`config.mk`:
```
export PLATFORM = sky130hd
export DESIGN_NAME = hiscore_ram_bridge
export DESIGN_NICKNAME = d
export VERILOG_FILES = /design/src/rtl/hiscore_ram_bridge_pkg.sv /design/src/rtl/hiscore_ram_bridge_guard.sv /design/src/rtl/hiscore_ram_bridge.sv
export SDC_FILE = /design/constraint.sdc
export NUM_CORES = 1
export LEC_CHECK = 0
export ABC_AREA = 1
export CAP_MARGIN = 20
export CORE_ASPECT_RATIO = 1.2
export CORE_UTILIZATION = 46
export CTS_BUF_LIST = sky130_fd_sc_hd__clkbuf_8
export DETAILED_ROUTE_END_ITERATION = 6
export GPL_ROUTABILITY_DRIVEN = 0
export PLACE_DENSITY = 0.94
export SYNTH_ARGS = -nofsm -noshare
export SYNTH_HDL_FRONTEND = slang
export SYNTH_HIERARCHICAL = 1
export SYNTH_SLANG_ARGS = --single-unit
```
`constraint.sdc`:
```
create_clock -name clk_sys -period 4 [get_ports clk_sys]
set_clock_uncertainty 0.05 [all_clocks]
set_input_delay 0.6 -clock clk_sys [delete_from_list [all_inputs] [get_ports clk_sys]]
set_output_delay 0.6 -clock clk_sys [all_outputs]
set_load 0.02 [all_outputs]
```
`src/rtl/hiscore_ram_bridge_pkg.sv`:
```
// Shared types and helpers for the hiscore RAM bridge.
package taitosj_hs_pkg;

  typedef enum logic [1:0] {CPU, SETUP, ACTIVE, RELEASE} hs_state_t;

  localparam logic [7:0] HS_OOW_DATA = 8'hFF;

  // 17-bit compare so the top of the address space cannot wrap into the window
  function automatic logic in_window(input logic [15:0] addr,
                                     input logic [15:0] base,
                                     input int unsigned aw);
    logic [16:0] diff;
    diff = {1'b0, addr} - {1'b0, base};
    return (addr >= base) && (diff < (17'd1 << aw));
  endfunction

endpackage

```
`src/rtl/hiscore_ram_bridge_guard.sv`:
```
// Handover guard: loads a cycle count and flags the last cycle of the interval.
module hs_guard_counter #(
  parameter int unsigned WIDTH = 2
) (
  input  logic             clk,
  input  logic             rst_n,
  input  logic             load,
  input  logic [WIDTH-1:0] load_val,
  output logic             expire
);

  logic [WIDTH-1:0] cnt;

  always_ff @(posedge clk or negedge rst_n) begin
    if (!rst_n) begin
      cnt <= '0;
    end else if (load) begin
      cnt <= load_val;
    end else if (cnt != '0) begin
      cnt <= cnt - 1'b1;
    end
  end

  assign expire = (cnt == WIDTH'(1));

endmodule

```
`src/rtl/hiscore_ram_bridge.sv`:
```
// Arbitrates one work-RAM port between the CPU and the hiscore engine while
// the CPU is paused; serves hiscore reads and counts dropped hiscore writes.
module hiscore_ram_bridge
  import taitosj_hs_pkg::*;
#(
  parameter logic [15:0] RAM_BASE = 16'h8000,
  parameter int unsigned RAM_AW   = 11,
  parameter int unsigned GUARD    = 1
) (
  input  logic              clk_sys,
  input  logic              RESET_n,
  input  logic              pause_cpu,
  input  logic [15:0]       hs_address,
  input  logic [7:0]        hs_data_in,
  input  logic              hs_write,
  input  logic              hs_access_read,
  input  logic              hs_access_write,
  output logic [7:0]        hs_data_out,
  output logic              hs_busy,
  output logic [7:0]        hs_dropped,
  input  logic [15:0]       cpu_addr,
  input  logic [7:0]        cpu_dout,
  input  logic              cpu_wr,
  output logic [RAM_AW-1:0] ram_addr,
  output logic [7:0]        ram_din,
  output logic              ram_we,
  input  logic [7:0]        ram_dout
);

  hs_state_t         state, state_n;
  logic              intent;
  logic              hs_win, cpu_win;
  logic [RAM_AW-1:0] hs_off, cpu_off;
  logic              guard_load, guard_expire;
  logic              wr_v;
  logic [RAM_AW-1:0] wr_addr;
  logic [7:0]        wr_data;
  logic              win_d1, act_d1;

  assign intent  = hs_access_read | hs_access_write;
  assign hs_win  = in_window(hs_address, RAM_BASE, RAM_AW);
  assign cpu_win = in_window(cpu_addr, RAM_BASE, RAM_AW);
  assign hs_off  = RAM_AW'(hs_address - RAM_BASE);
  assign cpu_off = RAM_AW'(cpu_addr - RAM_BASE);
  assign hs_busy = (state != CPU);

  hs_guard_counter #(.WIDTH(2)) u_guard (
    .clk      (clk_sys),
    .rst_n    (RESET_n),
    .load     (guard_load),
    .load_val (2'(GUARD)),
    .expire   (guard_expire)
  );

  always_comb begin
    state_n    = state;
    guard_load = 1'b0;
    case (state)
      CPU: if (pause_cpu && intent) begin
        state_n    = SETUP;
        guard_load = 1'b1;
      end
      SETUP: if (!pause_cpu || !intent) begin
        state_n    = RELEASE;
        guard_load = 1'b1;
      end else if (guard_expire) begin
        state_n = ACTIVE;
      end
      ACTIVE: if (!pause_cpu || !intent) begin
        state_n    = RELEASE;
        guard_load = 1'b1;
      end
      RELEASE: if (guard_expire) state_n = CPU;
      default: state_n = CPU;
    endcase
  end

  // A registered hiscore write owns the port for its cycle, including the
  // first RELEASE cycle when it was captured on ACTIVE exit.
  always_comb begin
    ram_addr = hs_off;
    ram_din  = hs_data_in;
    ram_we   = 1'b0;
    if (state == CPU) begin
      ram_addr = cpu_off;
      ram_din  = cpu_dout;
      ram_we   = cpu_wr & cpu_win;
    end else if (wr_v) begin
      ram_addr = wr_addr;
      ram_din  = wr_data;
      ram_we   = 1'b1;
    end
  end

  always_ff @(posedge clk_sys or negedge RESET_n) begin
    if (!RESET_n) begin
      state       <= CPU;
      wr_v        <= 1'b0;
      wr_addr     <= '0;
      wr_data     <= '0;
      win_d1      <= 1'b0;
      act_d1      <= 1'b0;
      hs_data_out <= '0;
      hs_dropped  <= '0;
    end else begin
      state   <= state_n;
      wr_v    <= (state == ACTIVE) && hs_write && hs_win;
      wr_addr <= hs_off;
      wr_data <= hs_data_in;
      win_d1  <= hs_win;
      act_d1  <= (state == ACTIVE);
      if (act_d1 && state == ACTIVE)
        hs_data_out <= win_d1 ? ram_dout : HS_OOW_DATA;
      if (hs_write && state != ACTIVE && hs_dropped != '1)
        hs_dropped <= hs_dropped + 8'd1;
    end
  end

endmodule

```
==> metrics.csv <==
metric;value;unit
Nets;453;
RSZ-0062 raised after global routing;no;
Vias/cell;5.04;
final core occ;71.9;%
Setup CP Type;reg2out;
setup TNS;0;ps
Clock Latency Late Sink;290;ps
Routed WL;5660;um
cells after synthesis;285;
final non-filler cell total;441;
max cap viols;0;
fmax;320;MHz
cts repair resizes;0;
# setup viols final;0;
first-pass iteration count of the detailed router;4;
syn nets;355;
Max-slew headroom;39.6;%
outcome;finished clean;
Final Cycle Share;78.1;%
Antenna diodes;0;
Fin. Hold Viols;0;
Crit path arrival time;2470;ps
Synth cell types;23;
endpoint class of the critical path;primary output;
Worst setup SP type;flop;
clock-pin slew on the worst setup and hold paths;80;ps
PwrDens;631;nW/um2
met2 WL;3070;um
Mapped Area;2180;um2
crit path time final;3120;ps
IO buf count;99;
clk sinks;42;
Row Count;27;
gr usage total;23.8;%
Post-route DRC;0;
Inserted Clock Buffers;5;
H-tree depth;2;
placed cells;434;
DIE AREA;5010;um2
HP Class;in2async;
die width;64.8;um
hold slack final;386;ps
routed wl met3;294;um
Main synth FF type;dfrtp_1;
Clock Path Buffers;2;
Cell Area, Placed;3200;um2
CTS Root Cell;clkbuf_8;
WL/cell;12.8;um
Final Max Tran Viols;0;
WL met1;2140;um
worst endpoint required time;3350;ps
worst ir drop on vdd;0.000336;V
Post-CTS Hold Buffers;0;
first-pass GRT wire length;9270;um
post-layout instance area;3280;um2
post-CTS setup buffers;0;
Layout area overhead;50.6;%
initial core utilization;47.7;%
Top Layer Used;met4;
initial antenna violation count;0;
largest net degree at the start of global routing;43;
Post-synth EDFFs;0;
YS warnings;6;
number of global-route vias before repair;2188;
DP HPWL;4180;um
Slew @ Worst Pin;905;ps
CTS tree;yes;
share of layout cells above drive strength 1;4.18;%
Final ANT Viol Nets;0;
Die Span Y;77.4;um
Core ar.;4560;um2
Top Ports;100;
grt ovf;0;
initial drt markers;123;
Worst Path Max Fanout;22;
post-synthesis sequential area ratio;48.3;%
Yosys reg bits;42;
Synth async-reset ratio;100;%
Via Count;2221;
Avg Inst Size Synth;7.64;um2
Pleak;1.61;nW
==> sequential cells by signal, summed over array words and instances (netlist names) <==
name and flops:
wr_v 1, hs_dropped 8, state 2, wr_data 8
act_d1 1, hs_data_out 8, win_d1 1, wr_addr 11
u_guard/cnt 2
==> logic make-up (layout without fill, tap and decap cells) <==
family                   Yosys count  in the layout  synth area share (%)
other                              2              2                 0.345
AND/OR/NAND/NOR                  142            142                  27.2
buffers and inverters             38            136                  7.01
XOR/XNOR                           3              3                  1.21
adder cells (fa/ha/maj)            7              7                  4.02
AO/OA/AOI/OAI                     51             51                  12.0
flip-flops                        42             42                  48.3
==> placed cells by master, fill, tap and decap left out <==
| master | n |
|---|---|
| ha_1 | 7 |
| nor3_4 | 1 |
| buf_2 | 1 |
| xor2_1 | 3 |
| clkinv_2 | 2 |
| nor2_2 | 1 |
| o21ai_1 | 1 |
| a21oi_2 | 1 |
| nand4_1 | 3 |
| nand2_4 | 1 |
| nor2_1 | 37 |
| o22ai_1 | 1 |
| inv_1 | 28 |
| nand3_1 | 12 |
| clkbuf_8 | 5 |
| o21ai_0 | 9 |
| nor2_4 | 1 |
| nor3b_1 | 1 |
| inv_2 | 1 |
| a21oi_1 | 39 |
| clkdlybuf4s50_1 | 98 |
| buf_4 | 1 |
| nand2_1 | 84 |
| dfrtp_1 | 42 |
| conb_1 | 2 |
| nand2_2 | 1 |
==> area by class of cell <==
class / instances / area, um2
Clock inverter: 2 / 10.0
Inverter: 29 / 109
Multi-Input combinational cell: 205 / 973
Tap cell: 58 / 72.6
Sequential cell: 42 / 1050
Fill cell: 366 / 1280
Clock buffer: 5 / 68.8
Timing Repair Buffer: 100 / 993
==> power by group <==
| part | switching, mW | leakage [nW] | internal (mW) |
|---|---|---|---|
| registers | 0.0874 | 0.507 | 0.529 |
| logic | 0.668 | 1.06 | 0.528 |
| clock network | 0.138 | 0.0438 | 0.117 |
| total | 0.893 | 1.61 | 1.17 |
==> cell usage after synthesis, types with 2 or more instances <==
library cell  number  area share (%)
nand4_1            3            0.86
ha_1               7             4.0
a21oi_1           39             9.0
dfrtp_1           42              48
buf_2              8             1.8
nand3_1           12             2.8
conb_1             2            0.34
xor2_1             3             1.2
nor2_1            37             6.4
inv_1             28             4.8
o21ai_0            9             2.1
nand2_1           84              14
==> through the flow <==
| stage | setup slack [ps] | total power, mW |
|---|---|---|
| 2_1_floorplan | 1920 | 1.30 |
| 3_3_place_gp | 1250 | 1.77 |
| 3_5_place_dp | 1230 | 1.81 |
| 4_1_cts | 891 | 2.07 |
| 5_1_grt | 698 | 2.21 |
| 6_report | 877 | 2.07 |
==> critical path: stages (launching register included) <==
cell and delay [ps]:
dfrtp_1 460, inv_1 110, ha_1 220, inv_1 510
nor2_1 120, a21oi_1 150, clkdlybuf4s50_1 610
==> final timing paths <==
path / start / endpoint / slack [ps] / cells past startpoint
min in group clk_sys: hs_data_out[2]$_DFFE_PN0P_ / hs_data_out[2]$_DFFE_PN0P_ / 450 / 2
max: state[0]$_DFFE_PN0P_ / ram_addr[2] / 880 / 6
min: RESET_n / hs_dropped[7]$_DFFE_PN0P_ / 390 / 1
min reg2reg: hs_data_out[2]$_DFFE_PN0P_ / hs_data_out[2]$_DFFE_PN0P_ / 450 / 2
max in group asynchronous: RESET_n / wr_data[2]$_DFF_PN0_ / 2950 / 1
max reg2reg: state[0]$_DFFE_PN0P_ / u_guard/cnt[0]$_DFFE_PN0P_ / 1860 / 7
==> routing by layer <==
layer	vias to the layer above	track usage, %
met5	-	0
met4	0	11.8
met3	14	3.38
met2	66	43.9
met1	1047	25.8
li1	1094	-
Note: power is estimated with default switching activity, not from simulation.
